===== src/rtl/window_pkg.sv =====
// Shared defaults and state encoding for the sequential window accumulator.
package window_pkg;

    localparam int DEF_PIX_W  = 8;
    localparam int DEF_N_TAPS = 9;
    localparam int DEF_SUM_W  = 12;
    localparam int DEF_CNT_W  = 4;

    typedef enum logic [1:0] {
        IDLE  = 2'd0,
        ACCUM = 2'd1,
        DONE  = 2'd2
    } state_t;

endpackage


===== src/rtl/window_sum_seq_if.sv =====
// Window-in / result-out handshake bundle between the window generator and normaliser.
interface window_sum_seq_if
    import window_pkg::*;
#(
    parameter int PIX_W  = DEF_PIX_W,
    parameter int N_TAPS = DEF_N_TAPS,
    parameter int SUM_W  = DEF_SUM_W,
    parameter int CNT_W  = DEF_CNT_W
);

    logic                    in_valid;
    logic                    in_ready;
    logic [N_TAPS*PIX_W-1:0] win_in;
    logic [N_TAPS-1:0]       mask_in;
    logic                    out_valid;
    logic                    out_ready;
    logic [SUM_W-1:0]        sum_out;
    logic [CNT_W-1:0]        cnt_out;

    modport master (
        output in_valid, win_in, mask_in, out_ready,
        input  in_ready, out_valid, sum_out, cnt_out
    );

    modport slave (
        input  in_valid, win_in, mask_in, out_ready,
        output in_ready, out_valid, sum_out, cnt_out
    );

endinterface


===== src/rtl/acc_adder.sv =====
// WIDTH-bit ripple-carry adder built from chained 1-bit full-adder cells, carry-in tied low.
module acc_adder #(
    parameter int WIDTH = 12
) (
    input  logic [WIDTH-1:0] a_i,
    input  logic [WIDTH-1:0] b_i,
    output logic [WIDTH-1:0] sum_o
);

    logic [WIDTH-1:0] carry;

    assign carry[0] = 1'b0;

    // The final carry-out is never needed, so the chain stops at the MSB cell.
    for (genvar i = 0; i < WIDTH; i++) begin : gFaCell
        assign sum_o[i] = a_i[i] ^ b_i[i] ^ carry[i];
        if (i < WIDTH - 1) begin : gCarry
            assign carry[i+1] = (a_i[i] & b_i[i]) | (carry[i] & (a_i[i] ^ b_i[i]));
        end
    end

endmodule


===== src/rtl/window_sum_seq.sv =====
// Masked 3x3 window sum using one shared adder, one tap per clock; also counts included taps.
module window_sum_seq
    import window_pkg::*;
#(
    parameter int PIX_W  = DEF_PIX_W,
    parameter int N_TAPS = DEF_N_TAPS,
    parameter int SUM_W  = DEF_SUM_W,
    parameter int CNT_W  = DEF_CNT_W
) (
    input  logic             clk,
    input  logic             rst_n,
    window_sum_seq_if.slave  bus,
    output logic             busy
);

    localparam int IDX_W = $clog2(N_TAPS);
    localparam logic [IDX_W-1:0] LAST_IDX = IDX_W'(N_TAPS - 1);

    state_t                  state_q, state_d;
    logic [IDX_W-1:0]        idx_q, idx_d;
    logic [SUM_W-1:0]        acc_q, acc_d;
    logic [CNT_W-1:0]        cnt_q, cnt_d;
    logic [N_TAPS*PIX_W-1:0] win_q, win_d;
    logic [N_TAPS-1:0]       mask_q, mask_d;

    logic                    tapSel;
    logic [PIX_W-1:0]        tapPix;
    logic [SUM_W-1:0]        addB;
    logic [SUM_W-1:0]        addSum;

    // Masked-out taps feed zero into the adder rather than skipping a cycle.
    assign tapSel = mask_q[idx_q];
    assign tapPix = win_q[int'(idx_q)*PIX_W +: PIX_W];
    assign addB   = tapSel ? SUM_W'(tapPix) : '0;

    acc_adder #(.WIDTH(SUM_W)) u_accAdder (
        .a_i   (acc_q),
        .b_i   (addB),
        .sum_o (addSum)
    );

    always_ff @(posedge clk or negedge rst_n) begin
        if (!rst_n) begin
            state_q <= IDLE;
            idx_q   <= '0;
            acc_q   <= '0;
            cnt_q   <= '0;
            win_q   <= '0;
            mask_q  <= '0;
        end else begin
            state_q <= state_d;
            idx_q   <= idx_d;
            acc_q   <= acc_d;
            cnt_q   <= cnt_d;
            win_q   <= win_d;
            mask_q  <= mask_d;
        end
    end

    always_comb begin
        state_d = state_q;
        idx_d   = idx_q;
        acc_d   = acc_q;
        cnt_d   = cnt_q;
        win_d   = win_q;
        mask_d  = mask_q;
        case (state_q)
            IDLE: begin
                if (bus.in_valid) begin
                    win_d   = bus.win_in;
                    mask_d  = bus.mask_in;
                    acc_d   = '0;
                    cnt_d   = '0;
                    idx_d   = '0;
                    state_d = ACCUM;
                end
            end
            ACCUM: begin
                acc_d = addSum;
                cnt_d = cnt_q + CNT_W'(tapSel);
                if (idx_q == LAST_IDX) begin
                    idx_d   = '0;
                    state_d = DONE;
                end else begin
                    idx_d = idx_q + IDX_W'(1);
                end
            end
            DONE: begin
                if (bus.out_ready) begin
                    state_d = IDLE;
                end
            end
            default: begin
                state_d = IDLE;
            end
        endcase
    end

    assign bus.in_ready  = (state_q == IDLE);
    assign bus.out_valid = (state_q == DONE);
    assign bus.sum_out   = acc_q;
    assign bus.cnt_out   = cnt_q;
    assign busy          = (state_q != IDLE);

endmodule


===== src/flat_wrapper.sv =====
// flat-port wrapper written by rule: the top's interface ports become plain ports
module window_sum_seq_flat import window_pkg::*;
#(
    parameter int PIX_W  = DEF_PIX_W,
    parameter int N_TAPS = DEF_N_TAPS,
    parameter int SUM_W  = DEF_SUM_W,
    parameter int CNT_W  = DEF_CNT_W
)
  (clk, rst_n, busy, bus_in_valid, bus_win_in, bus_mask_in, bus_out_ready, bus_in_ready, bus_out_valid, bus_sum_out, bus_cnt_out);
  window_sum_seq_if #(.PIX_W(PIX_W), .N_TAPS(N_TAPS), .SUM_W(SUM_W), .CNT_W(CNT_W)) bus_i ();
  input  logic clk;
  input  logic rst_n;
  output logic busy;
  input wire logic [$bits(bus_i.in_valid)-1:0] bus_in_valid;
  input wire logic [$bits(bus_i.win_in)-1:0] bus_win_in;
  input wire logic [$bits(bus_i.mask_in)-1:0] bus_mask_in;
  input wire logic [$bits(bus_i.out_ready)-1:0] bus_out_ready;
  output wire logic [$bits(bus_i.in_ready)-1:0] bus_in_ready;
  output wire logic [$bits(bus_i.out_valid)-1:0] bus_out_valid;
  output wire logic [$bits(bus_i.sum_out)-1:0] bus_sum_out;
  output wire logic [$bits(bus_i.cnt_out)-1:0] bus_cnt_out;
  assign bus_i.in_valid = bus_in_valid;
  assign bus_i.win_in = bus_win_in;
  assign bus_i.mask_in = bus_mask_in;
  assign bus_i.out_ready = bus_out_ready;
  assign bus_in_ready = bus_i.in_ready;
  assign bus_out_valid = bus_i.out_valid;
  assign bus_sum_out = bus_i.sum_out;
  assign bus_cnt_out = bus_i.cnt_out;
  window_sum_seq #(.PIX_W(PIX_W), .N_TAPS(N_TAPS), .SUM_W(SUM_W), .CNT_W(CNT_W)) u_core (.clk(clk), .rst_n(rst_n), .bus(bus_i), .busy(busy));
endmodule

===== config.mk =====
export PLATFORM = sky130hd
export DESIGN_NAME = window_sum_seq_flat
export DESIGN_NICKNAME = d
export VERILOG_FILES = /design/src/rtl/window_pkg.sv /design/src/rtl/window_sum_seq_if.sv /design/src/rtl/acc_adder.sv /design/src/rtl/window_sum_seq.sv /design/src/flat_wrapper.sv
export SDC_FILE = /design/constraint.sdc
export NUM_CORES = 1
export LEC_CHECK = 0
export ABC_AREA = 0
export BUFFER_PORTS_ARGS = -buffer_cell sky130_fd_sc_hd__buf_4
export CAP_MARGIN = 20
export CORE_MARGIN = 2
export CORE_UTILIZATION = 40
export CTS_BUF_LIST = sky130_fd_sc_hd__clkbuf_8
export DETAILED_ROUTE_END_ITERATION = 12
export HOLD_SLACK_MARGIN = 0.15
export PLACE_DENSITY = 0.6
export SLEW_MARGIN = 15
export SYNTH_ARGS = -nofsm -noshare
export SYNTH_HDL_FRONTEND = slang
export SYNTH_SLANG_ARGS = --single-unit

===== constraint.sdc =====
create_clock -name clk -period 6.82 [get_ports clk]
set_input_delay 2.046 -clock clk [delete_from_list [all_inputs] [get_ports clk]]
set_output_delay 2.046 -clock clk [all_outputs]
set_load 0.01 [all_outputs]

==> impl_summary.log, run 1 <==
[metrics] IO buf count: 103
[metrics] Hold Crit Start: u_core.win_q[21]
[metrics] CTS Hold Buffers Added: 0
[metrics] met2 layer usage reported by global route: 28.4%
[metrics] Final Wtd Congestion: 0.804
[metrics] initial core utilization: 40.8%
[metrics] number of warnings reported in the yosys synthesis log: 0
[metrics] floorplan die height: 114 um
[metrics] busiest metal layer after global routing: met2
[metrics] sequential share of power: 43.7%
[metrics] number of filler cells placed in the layout: 1146
[metrics] portion of total power attributed to combinational logic: 42.4%
[metrics] Worst Hold Path Cells: 2
[metrics] clock latency of the later-clocked register in the worst-skew pair: 0.37 ns
[metrics] post-layout min period: 5.52 ns
[metrics] multi-input logic area: 2130 sq um
[metrics] area of all sequential standard cells: 2580 sq um
[metrics] post-synthesis cell area: 4880 sq um
[metrics] critical register-to-register path endpoint: u_core.bus.sum_out[10]
[metrics] fin util: 49.6%
[metrics] start-to-end type of the worst setup path: flop to flop
[metrics] via density per instance: 4.98
[metrics] maximum number of pins on one net before global-route repair: 92
[metrics] All-Layer GR Usage: 17.8%
[metrics] core region area: 12000 sq um
[metrics] fraction of post-synthesis cell area in the top cell type by area: 52.8%
[metrics] leakage power summed over all cells: 3.05 nW
[metrics] power per cell area: 433 nW/um^2
[metrics] reg-to-reg critical path startpoint: u_core.idx_q[0]
[metrics] kind of capture point of the worst setup path: flop
[metrics] Die Footprint: 13100 sq um
[metrics] end point of the worst hold path: u_core.win_q[21]
[metrics] clock slew at the register clock pins of the worst setup and hold paths: 0.11 ns
[metrics] via count of the routed design: 3826
[metrics] global-route wire length before repair: 18300 um
[metrics] final number of max-transition violations: 0
[metrics] post-layout net count: 716
[metrics] H-tree depth: 3
[metrics] Data required, critical path: 7.04 ns
[metrics] Tcrit/Tclk final: 81.0%
[metrics] TritonCTS Buffers: 9
[metrics] final routed wirelength across all metal layers: 11100 um
[metrics] number of buffers inserted by post-CTS setup repair: 0
[metrics] maximum clock frequency: 0.181 GHz
[metrics] RSZ-0062 raised after global routing: false
[metrics] Worst path max stage delay: 0.76 ns
[metrics] number of DRC markers after the initial detailed-route iteration: 210
[metrics] number of top-level pins: 104
[metrics] count of cell types in the netlist: 29
[metrics] critical path launch point type: flop
[metrics] met3 Resource Use GR: 3.28%
[metrics] run status: finished clean
[metrics] Inserted Diodes: 0
[metrics] met1 capacity usage during global routing: 25.0%
[metrics] power after layout: 2.57 mW
[metrics] share of async-settable or async-resettable flops after synthesis: 100%
[metrics] Slew @ Worst Pin: 0.925 ns
[metrics] final global-route overflow total: 0
[metrics] largest cells by area after synthesis: sky130_fd_sc_hd__dfrtp_1 53%, sky130_fd_sc_hd__nand2_1 22%, sky130_fd_sc_hd__mux4_2 7.8%, sky130_fd_sc_hd__fa_1 2.9%, sky130_fd_sc_hd__o21ai_0 2.8%
[metrics] detail-routed net length per standard cell: 14.4 um
[metrics] antenna-violating nets left: 0
[metrics] number of max-cap violations: 0
[metrics] post-route standard cell area excluding fillers: 5930 sq um
[metrics] sequential fraction of the synthesis area: 52.8%
[metrics] Arr. time, crit path: 5.74 ns
[metrics] depth of the worst register-to-register path: 18
[metrics] most numerous cell on the critical path: sky130_fd_sc_hd__fa_1
[metrics] number of cells upsized or downsized after cts: 0
[metrics] cell chain of the critical path: nor4b_2, a32o_1, and2_4, ha_1, inv_1, fa_1, fa_1, fa_1, fa_1, fa_1, fa_1, inv_1, fa_1, ha_1, ha_1, ha_1, nand2_1, o21ai_0
[metrics] dominant cell type by area after synthesis: sky130_fd_sc_hd__dfrtp_1
[metrics] DPL Wire Length: 7950 um
[metrics] Syn Nets: 627
[metrics] net switching power: 1.01 mW
[metrics] number of global-route vias before repair: 3779
[metrics] synthesis-to-finish area growth: 21.5%
[metrics] width of the chip: 114 um
[metrics] mean instance size in the synthesized netlist: 9.27 sq um
[metrics] share of total power in the clock network: 13.8%
[metrics] sum of negative setup slack: 0 ns
[metrics] 1st-pass router iterations: 4
[metrics] Final setup violation count: 0
[metrics] number of synthesized register bits: 103
[metrics] Register-to-Register Setup Slack: 1.30 ns
[metrics] clock tree root driver cell: sky130_fd_sc_hd__clkbuf_8
[metrics] slowest CP cell: sky130_fd_sc_hd__nor4b_2
[metrics] number of enable flip-flop cells after synthesis: 0
[metrics] most used flip-flop cell after synthesis: sky130_fd_sc_hd__dfrtp_1
[metrics] VDD IR max: 0.142 mV
[metrics] maximum fanout along the worst path: 16
[metrics] TritonCTS clock tree: built
[metrics] internal power: 1.56 mW
[metrics] Max Buffers Root-to-Sink: 2
[metrics] post-detailed-placement cell area: 5750 sq um
[metrics] post-synthesis cell count: 527
[metrics] number of antenna violations at the first check in global routing: 0
[metrics] proportion of layout cells with a drive suffix above 1: 23.7%
[metrics] switching share of total power: 39.4%
[metrics] number of cell rows: 40
[metrics] Clock Skew: 0.0132 ns
[metrics] Post-route DRC: 0
[metrics] worst hold path type: flop to flop
[metrics] tightest slew margin relative to the limit: 38.3%
[metrics] number of hold-slack violations in the final timing report: 0
[metrics] TritonCTS Sinks: 103
## cell type report
cell class	count	area share [%]
flip-flops and latches	103	43.5
multi-input cells	381	35.9
repair buffers	109	13.8
well taps	147	3.10
clock buffers	9	2.09
clock inverters	7	0.949
inverters	12	0.759
## synth_stat cells (2+ instances only)
library cell and number:
sky130_fd_sc_hd__and2_4 2, sky130_fd_sc_hd__nor2b_1 2, sky130_fd_sc_hd__mux4_2 17, sky130_fd_sc_hd__nand2_1 280
sky130_fd_sc_hd__fa_1 7, sky130_fd_sc_hd__nor3b_1 2, sky130_fd_sc_hd__o2bb2ai_1 2, sky130_fd_sc_hd__o21ai_0 27
sky130_fd_sc_hd__buf_2 2, sky130_fd_sc_hd__mux2i_1 9, sky130_fd_sc_hd__nand3_1 10, sky130_fd_sc_hd__nor2_1 3
sky130_fd_sc_hd__buf_6 3, sky130_fd_sc_hd__inv_1 12, sky130_fd_sc_hd__dfrtp_1 103, sky130_fd_sc_hd__clkbuf_1 26
sky130_fd_sc_hd__ha_1 8
## cell usage in the layout (no fill, tap or decap), types with 2 or more instances in the layout
cell type                    Yosys  routed
sky130_fd_sc_hd__and2_4          2       2
sky130_fd_sc_hd__buf_4           0     109
sky130_fd_sc_hd__clkbuf_8        0       9
sky130_fd_sc_hd__clkinvlp_4      0       2
sky130_fd_sc_hd__dfrtp_1       103     103
sky130_fd_sc_hd__fa_1            7       7
sky130_fd_sc_hd__ha_1            8       8
sky130_fd_sc_hd__inv_1          12      13
sky130_fd_sc_hd__inv_6           0       2
sky130_fd_sc_hd__mux2i_1         9       9
sky130_fd_sc_hd__mux4_2         17      17
sky130_fd_sc_hd__nand2_1       280     279
sky130_fd_sc_hd__nand3_1        10      10
sky130_fd_sc_hd__nor2_1          3       3
sky130_fd_sc_hd__nor2b_1         2       2
sky130_fd_sc_hd__o21ai_0        27      27
sky130_fd_sc_hd__o2bb2ai_1       2       2
## power by group through the flow
stage	combinational, mW	clock (mW)	sequential [mW]
floorplan	0.839	0	1.05
global placement	1.08	0	1.13
detailed placement	1.11	0	1.14
CTS	1.11	0.369	1.12
global route	1.25	0.395	1.16
finish	1.09	0.356	1.12
## sequential cells by signal (all words and copies together) (netlist names)
register            flops
u_core.mask_q           9
u_core.bus.sum_out     12
u_core.state_q          2
u_core.win_q           72
u_core.bus.cnt_out      4
u_core.idx_q            4
## routing by layer
layer,vias to the layer above,wire (um)
li1,1861,-
met1,1841,5170
met2,108,5160
met3,16,540
met4,0,185
met5,-,0
## worst max-delay path, delay by kind of cell (launching register included)
kind            cells  cell delay, ns
simple gates        3            1.01
compound gates      2            0.47
buf+inv             2            0.12
fa+ha+maj          11            3.16
flops               1            0.62
## worst max-delay path by stage
stage / startpoint / end / slack (ns) / depth (start not counted)
floorplan: u_core.idx_q[1] / u_core.bus.sum_out[10] / 1.91 / 20
global placement: u_core.idx_q[0] / u_core.bus.sum_out[10] / 1.44 / 18
detailed placement: u_core.idx_q[0] / u_core.bus.sum_out[10] / 1.32 / 18
CTS: u_core.idx_q[0] / u_core.bus.sum_out[10] / 1.28 / 18
global route: u_core.idx_q[0] / u_core.bus.sum_out[11] / 0.94 / 19
finish: u_core.idx_q[0] / u_core.bus.sum_out[10] / 1.30 / 18
## kinds of logic after synthesis
logic type      share of synthesized area (%)
mux                                      9.92
fa+ha+maj                                4.92
buf+inv                                  3.82
xor+xnor                                0.179
compound gates                           3.72
flops                                    52.8
simple gates                             24.7
## through the flow
step | setup slack (ns) | instances | hold slack [ns]
after floorplan | 1.91 | 527 | 0.440
after global placement | 1.44 | 752 | 0.453
after detailed placement | 1.32 | 752 | 0.461
after CTS | 1.28 | 768 | 0.485
after global routing | 0.940 | 768 | 0.501
final | 1.30 | 768 | 0.481
(Power assumes the default switching activity.)
==> run 2: changes to the inputs <==
Settings changed: ABC_AREA 0 to 1, PLACE_DENSITY 0.6 to 0.59.
Clock period 6.82 ns to 5.27 ns, I/O delays scaled along.
==> run 2 against run 1 <==
Effect of this change:
- non-clock buffer count increased by 4
- die area increased by 5.3%
- via count decreased by 0.37%
- utilization increased by 0.38 points
- final area up 6.3%
- sequential share of layout area is 2.6 points lower
- sequential power is 28% higher
- global-route usage up 0.22 points
- setup slack worse by 0.94 ns
==> impl_summary.log, run 2 <==
[metrics] number of cells upsized or downsized after cts: 0
[metrics] number of global-route vias before repair: 3903
[metrics] number of antenna violations at the first check in global routing: 0
[metrics] TritonCTS Sinks: 103
[metrics] TritonCTS clock tree: built
[metrics] Clock Skew: 0.0131 ns
[metrics] post-route standard cell area excluding fillers: 6310 sq um
[metrics] final global-route overflow total: 0
[metrics] initial core utilization: 40.8%
[metrics] number of synthesized register bits: 103
[metrics] post-layout net count: 710
[metrics] number of top-level pins: 104
[metrics] post-detailed-placement cell area: 6060 sq um
[metrics] clock tree root driver cell: sky130_fd_sc_hd__clkbuf_8
[metrics] mean instance size in the synthesized netlist: 10.0 sq um
[metrics] Die Footprint: 13800 sq um
[metrics] number of cell rows: 41
[metrics] number of buffers inserted by post-CTS setup repair: 0
[metrics] Tcrit/Tclk final: 93.2%
[metrics] worst hold path type: flop to flop
[metrics] share of async-settable or async-resettable flops after synthesis: 100%
[metrics] via count of the routed design: 3812
[metrics] number of warnings reported in the yosys synthesis log: 0
[metrics] kind of capture point of the worst setup path: flop
[metrics] post-layout min period: 4.91 ns
[metrics] power after layout: 3.88 mW
[metrics] number of max-cap violations: 0
[metrics] detail-routed net length per standard cell: 14.9 um
[metrics] maximum clock frequency: 0.204 GHz
[metrics] critical path launch point type: flop
[metrics] clock latency of the later-clocked register in the worst-skew pair: 0.38 ns
[metrics] fraction of post-synthesis cell area in the top cell type by area: 50.0%
[metrics] width of the chip: 118 um
[metrics] H-tree depth: 3
[metrics] proportion of layout cells with a drive suffix above 1: 30.7%
[metrics] 1st-pass router iterations: 4
[metrics] most used standard cell by instance count after synthesis: sky130_fd_sc_hd__dfrtp_1
[metrics] antenna-violating nets left: 0
[metrics] top cells by count, synth: 103 x sky130_fd_sc_hd__dfrtp_1, 83 x sky130_fd_sc_hd__nor2_1, 70 x sky130_fd_sc_hd__nand2_1, 43 x sky130_fd_sc_hd__inv_1, 40 x sky130_fd_sc_hd__mux2_4
[metrics] Slew @ Worst Pin: 0.875 ns
[metrics] number of hold-slack violations in the final timing report: 0
[metrics] Final setup violation count: 0
[metrics] cell chain of the critical path: buf_4, nor2_1, nor2_1, nand2_1, nand3_1, nand3_1, nand2_1, nand2_1, inv_1, ha_1, inv_1, fa_1, fa_1, fa_1, fa_1, fa_1, fa_1, inv_1, fa_1, ha_1, ha_1, ha_1, a22o_1
[metrics] sequential fraction of the synthesis area: 50.0%
[metrics] Arr. time, crit path: 5.18 ns
[metrics] final number of max-transition violations: 0
[metrics] Worst path max stage delay: 0.49 ns
[metrics] Top delay family on crit path: adder cells
[metrics] sum of negative setup slack: 0 ns
[metrics] leading cell type in the layout, fill and taps excluded: sky130_fd_sc_hd__buf_4
[metrics] reg-to-reg critical path startpoint: u_core.idx_q[0]
[metrics] global-route wire length before repair: 19800 um
[metrics] Post-route DRC: 0
[metrics] final routed wirelength across all metal layers: 11700 um
[metrics] Data required, critical path: 5.54 ns
[metrics] VDD IR max: 0.194 mV
[metrics] most used flip-flop cell after synthesis: sky130_fd_sc_hd__dfrtp_1
[metrics] Worst Hold Path Cells: 1
[metrics] post-synthesis cell area: 5150 sq um
[metrics] RSZ-0062 raised after global routing: false
[metrics] leading cell types in the layout, fill and taps excluded: 112 x sky130_fd_sc_hd__buf_4, 102 x sky130_fd_sc_hd__dfrtp_1, 83 x sky130_fd_sc_hd__nor2_1, 69 x sky130_fd_sc_hd__nand2_1, 44 x sky130_fd_sc_hd__inv_1
[metrics] core region area: 12600 sq um
[metrics] maximum fanout along the worst path: 20
[metrics] register with the most flip-flops: u_core.win_q
[metrics] TritonCTS Buffers: 9
[metrics] power per cell area: 615 nW/um^2
[metrics] tightest slew margin relative to the limit: 41.6%
[metrics] largest cells by area after synthesis: sky130_fd_sc_hd__dfrtp_1 50%, sky130_fd_sc_hd__mux2_4 12%, sky130_fd_sc_hd__nor2_1 6.0%, sky130_fd_sc_hd__nand2_1 5.1%, sky130_fd_sc_hd__nand3_1 3.8%
[metrics] slowest CP cell: sky130_fd_sc_hd__dfrtp_2
[metrics] start-to-end type of the worst setup path: flop to flop
[metrics] count of cell types in the netlist: 28
[metrics] critical register-to-register path endpoint: u_core.bus.sum_out[10]
[metrics] DPL Wire Length: 8610 um
[metrics] Max Buffers Root-to-Sink: 2
[metrics] end point of the worst hold path: u_core.win_q[70]
[metrics] IO buf count: 103
[metrics] clock slew at the register clock pins of the worst setup and hold paths: 0.10 ns
[metrics] leakage power summed over all cells: 3.21 nW
[metrics] floorplan die height: 118 um
[metrics] post-synthesis cell count: 514
[metrics] via density per instance: 4.84
[metrics] Syn Nets: 614
[metrics] Register-to-Register Setup Slack: 0.36 ns
[metrics] dominant cell type by area after synthesis: sky130_fd_sc_hd__dfrtp_1
[metrics] All-Layer GR Usage: 18.0%
[metrics] depth of the worst register-to-register path: 23
[metrics] run status: finished clean
[metrics] smallest hold slack: 0.510 ns
[metrics] number of enable flip-flop cells after synthesis: 0
[metrics] Final Wtd Congestion: 0.887
[metrics] number of DRC markers after the initial detailed-route iteration: 186
[metrics] most numerous cell on the critical path: sky130_fd_sc_hd__fa_1
[metrics] Hold Crit Start: u_core.win_q[70]
[metrics] maximum number of pins on one net before global-route repair: 76
[metrics] max reg flops: 72
[metrics] Inserted Diodes: 0
[metrics] number of filler cells placed in the layout: 1194
[metrics] sum of buffers and inverters on the critical path: 4
[metrics] synthesis-to-finish area growth: 22.4%
[metrics] CTS Hold Buffers Added: 0
run 2: changes by cell type after synthesis, sizes merged, moves of 9 or more:
cell and delta:
nand3 +29, a21oi +28, inv +34, mux4 -17, buf +18, nor2 +81, mux2 +53, clkbuf -21
nand2 -208, mux2i -9
run 2: per-stage QoR:
| step | worst slack [ns] | std cells | util (%) |
|---|---|---|---|
| after floorplan | 0.606 | 514 | - |
| after global placement | 0.483 | 771 | 48.0 |
| final | 0.357 | 787 | 50.0 |
| after CTS | 0.379 | 787 | 50.0 |
| after global routing | 0.0261 | 787 | 50.0 |
| after detailed placement | 0.464 | 771 | 48.0 |
run 2: logic make-up (layout without fill, tap and decap cells):
group / after synthesis / after routing / synth area share (%)
AOI/OAI and AO/OA: 67 / 67 / 7.21
muxes: 54 / 54 / 14.7
xor gates and xnor gates: 4 / 4 / 0.680
and+or+nand+nor: 196 / 196 / 15.8
buffers and inverters: 75 / 176 / 6.92
DFF: 103 / 103 / 50.0
adders and majority gates: 15 / 15 / 4.66
run 2: layout make-up:
| class | instances | area, sq um | area share [%] |
|---|---|---|---|
| flip-flops and latches | 103 | 2580 | 40.9 |
| repair buffers | 113 | 861 | 13.7 |
| well taps | 172 | 215 | 3.41 |
| clock buffers | 10 | 138 | 2.18 |
| multi-input cells | 336 | 2230 | 35.3 |
| inverters | 47 | 176 | 2.80 |
| clock inverters | 6 | 110 | 1.75 |
run 2: worst max-delay path by stage:
stage               startpoint                     end  slack (ns)  cells after the start
2_1_floorplan  u_core.idx_q[0]  u_core.bus.sum_out[10]        0.61                     20
3_3_place_gp   u_core.idx_q[0]  u_core.bus.sum_out[10]        0.48                     23
3_5_place_dp   u_core.idx_q[0]  u_core.bus.sum_out[10]        0.46                     23
4_1_cts        u_core.idx_q[0]  u_core.bus.sum_out[10]        0.38                     23
5_1_grt        u_core.idx_q[0]  u_core.bus.sum_out[10]        0.03                     23
6_report       u_core.idx_q[0]  u_core.bus.sum_out[10]        0.36                     23
run 2: where the power goes:
group	internal (mW)	switching, mW	total, mW
registers	1.18	0.250	1.43
clock network	0.328	0.278	0.605
logic	0.888	0.952	1.84
run 2: per-layer routing:
metal	vias to the layer above	track usage (%)	share of wire, %	wire length, um
li1	1861	-	-	-
met1	1834	24.5	46	5430
met2	99	28.9	47	5500
met3	18	3.39	4.8	557
met4	0	6.48	2.0	240
met5	-	0	0	0
==> run 3: changes to the inputs <==
Settings changed: CORE_MARGIN 2 to 5, CORE_UTILIZATION 40 to 38, PLACE_DENSITY 0.59 to 0.57, REMOVE_ABC_BUFFERS set to 1.
==> run 3 against run 2 <==
Effect of this change:
- first-iteration DRC count is 4.3% lower
- die area is 16% higher
- clock skew hardly changed
- critical endpoint unchanged
- routed wire length is 2.8% higher
- combinational power hardly changed
- largest power group unchanged
- setup slack better by 0.089 ns
==> impl_summary.log, run 3 (synthesis results as in run 2) <==
[metrics] number of DRC markers after the initial detailed-route iteration: 178
[metrics] fin util: 47.8%
[metrics] IO buf count: 103
[metrics] clock tree root driver cell: sky130_fd_sc_hd__clkbuf_8
[metrics] via density per instance: 4.73
[metrics] H-tree depth: 3
[metrics] leakage power summed over all cells: 3.23 nW
[metrics] multi-input logic area: 2230 sq um
[metrics] number of antenna violations at the first check in global routing: 0
[metrics] clock latency of the later-clocked register in the worst-skew pair: 0.38 ns
[metrics] leading cell type in the layout, fill and taps excluded: sky130_fd_sc_hd__buf_4
[metrics] Tcrit/Tclk final: 91.5%
[metrics] area of all sequential standard cells: 2580 sq um
[metrics] routed length on met3: 754 um
[metrics] critical path launch point type: flop
[metrics] start-to-end type of the worst setup path: flop to flop
[metrics] post-layout min period: 4.82 ns
[metrics] width of the chip: 126 um
[metrics] synthesis-to-finish area growth: 23.3%
[metrics] Final Wtd Congestion: 0.793
[metrics] metal1 wirelength: 5540 um
[metrics] All-Layer GR Usage: 15.2%
[metrics] final routed wirelength across all metal layers: 12100 um
[metrics] 1st-pass router iterations: 4
[metrics] maximum number of pins on one net before global-route repair: 82
[metrics] maximum fanout along the worst path: 11
[metrics] post-layout net count: 714
[metrics] Inserted Diodes: 0
[metrics] number of global-route vias before repair: 3815
[metrics] number of filler cells placed in the layout: 1260
[metrics] final number of max-transition violations: 0
[metrics] number of max-cap violations: 0
[metrics] pre-CTS setup slack: 0.331 ns
[metrics] met2 wire len: 5620 um
[metrics] VDD IR max: 0.214 mV
[metrics] antenna-violating nets left: 0
[metrics] proportion of layout cells with a drive suffix above 1: 31.3%
[metrics] core region area: 13300 sq um
[metrics] Die Footprint: 16000 sq um
[metrics] register with the most flip-flops: u_core.win_q
[metrics] number of top-level pins: 104
[metrics] highest layer used for signal routing: met4
[metrics] Max Buffers Root-to-Sink: 2
[metrics] leading cell types in the layout, fill and taps excluded: 116 x sky130_fd_sc_hd__buf_4, 102 x sky130_fd_sc_hd__dfrtp_1, 83 x sky130_fd_sc_hd__nor2_1, 69 x sky130_fd_sc_hd__nand2_1, 43 x sky130_fd_sc_hd__inv_1
[metrics] global-route wire length before repair: 19600 um
[metrics] detail-routed net length per standard cell: 15.2 um
[metrics] final setup slack of the worst path: 0.446 ns
[metrics] final global-route overflow total: 0
[metrics] Arr. time, crit path: 5.10 ns
[metrics] via count of the routed design: 3757
[metrics] initial core utilization: 38.8%
[metrics] tightest slew margin relative to the limit: 51.1%
[metrics] maximum clock frequency: 0.207 GHz
[metrics] DPL Wire Length: 8670 um
[metrics] number of cell rows: 42
[metrics] worst hold path type: flop to flop
[metrics] sum of negative setup slack: 0 ns
[metrics] TritonCTS clock tree: built
[metrics] floorplan die height: 126 um
[metrics] Slew @ Worst Pin: 0.734 ns
[metrics] Final setup violation count: 0
[metrics] number of hold-slack violations in the final timing report: 0
[metrics] RSZ-0062 raised after global routing: false
[metrics] clock slew at the register clock pins of the worst setup and hold paths: 0.10 ns
[metrics] Data required, critical path: 5.55 ns
[metrics] Clock Skew: 0.0131 ns
[metrics] power after layout: 3.88 mW
[metrics] power per cell area: 610 nW/um^2
[metrics] number of cells upsized or downsized after cts: 0
[metrics] TritonCTS Sinks: 103
[metrics] run status: finished clean
[metrics] max reg flops: 72
[metrics] kind of capture point of the worst setup path: flop
[metrics] TritonCTS Buffers: 9
[metrics] Post-route DRC: 0
[run 3: worst max-delay path, stage by stage (launching register included)]
cell and delay, ns:
sky130_fd_sc_hd__dfrtp_2 0.44, sky130_fd_sc_hd__buf_4 0.18, sky130_fd_sc_hd__nor4_4 0.34, sky130_fd_sc_hd__nand2_2 0.10, sky130_fd_sc_hd__nand2_4 0.14, sky130_fd_sc_hd__nand2_1 0.06, sky130_fd_sc_hd__inv_1 0.05, sky130_fd_sc_hd__ha_1 0.13
sky130_fd_sc_hd__inv_1 0.05, sky130_fd_sc_hd__fa_1 0.37, sky130_fd_sc_hd__fa_1 0.38, sky130_fd_sc_hd__fa_1 0.39, sky130_fd_sc_hd__fa_1 0.40, sky130_fd_sc_hd__fa_1 0.40, sky130_fd_sc_hd__fa_1 0.36, sky130_fd_sc_hd__inv_1 0.08
sky130_fd_sc_hd__fa_1 0.16, sky130_fd_sc_hd__ha_1 0.14, sky130_fd_sc_hd__ha_1 0.14, sky130_fd_sc_hd__ha_1 0.22, sky130_fd_sc_hd__a22o_1 0.20
[run 3: area by class of cell]
type                    count  share of cell area, %
multi-input cells         336                   35.1
clock inverters             6                   1.81
repair buffers            117                   14.1
inverters                  47                   2.78
flip-flops and latches    103                   40.6
well taps                 176                   3.47
clock buffers              10                   2.17
[run 3: what timing repair did]
item,in CTS,in global routing
hold buffers,0,0
setup buffers,0,1
setup endpoints to repair,0,1
[run 3: power by group]
part / internal, mW / switching, mW / total, mW
clock: 0.333 / 0.287 / 0.620
combinational: 0.892 / 0.940 / 1.83
sequential: 1.18 / 0.245 / 1.43
total: 2.41 / 1.47 / 3.88
[run 3: routing by layer]
metal / GRT usage (%) / vias to the layer above
li1: - / 1871
met2: 23.8 / 95
met1: 20.5 / 1781
met5: 0 / -
met3: 4.92 / 10
met4: 3.91 / 0
[run 3: worst paths after layout]
check / end / cells past startpoint / start / slack (ns)
min in group asynchronous: u_core.win_q[14] / 1 / rst_n / 1.13
max: u_core.bus.sum_out[10] / 20 / u_core.idx_q[0] / 0.45
min reg2reg: u_core.bus.cnt_out[2] / 1 / u_core.bus.cnt_out[2] / 0.51
max reg2reg: u_core.bus.sum_out[10] / 20 / u_core.idx_q[0] / 0.45
min: u_core.bus.cnt_out[2] / 1 / u_core.bus.cnt_out[2] / 0.51
max in group asynchronous: u_core.win_q[2] / 3 / rst_n / 3.17
[run 3: stage by stage]
stage | area, sq um | instances | hold slack (ns)
floorplan | 4970 | 486 | 0.465
global placement | 6070 | 777 | 0.486
detailed placement | 6070 | 777 | 0.489
CTS | 6320 | 793 | 0.508
global route | 6350 | 795 | 0.535
finish | 6350 | 795 | 0.507
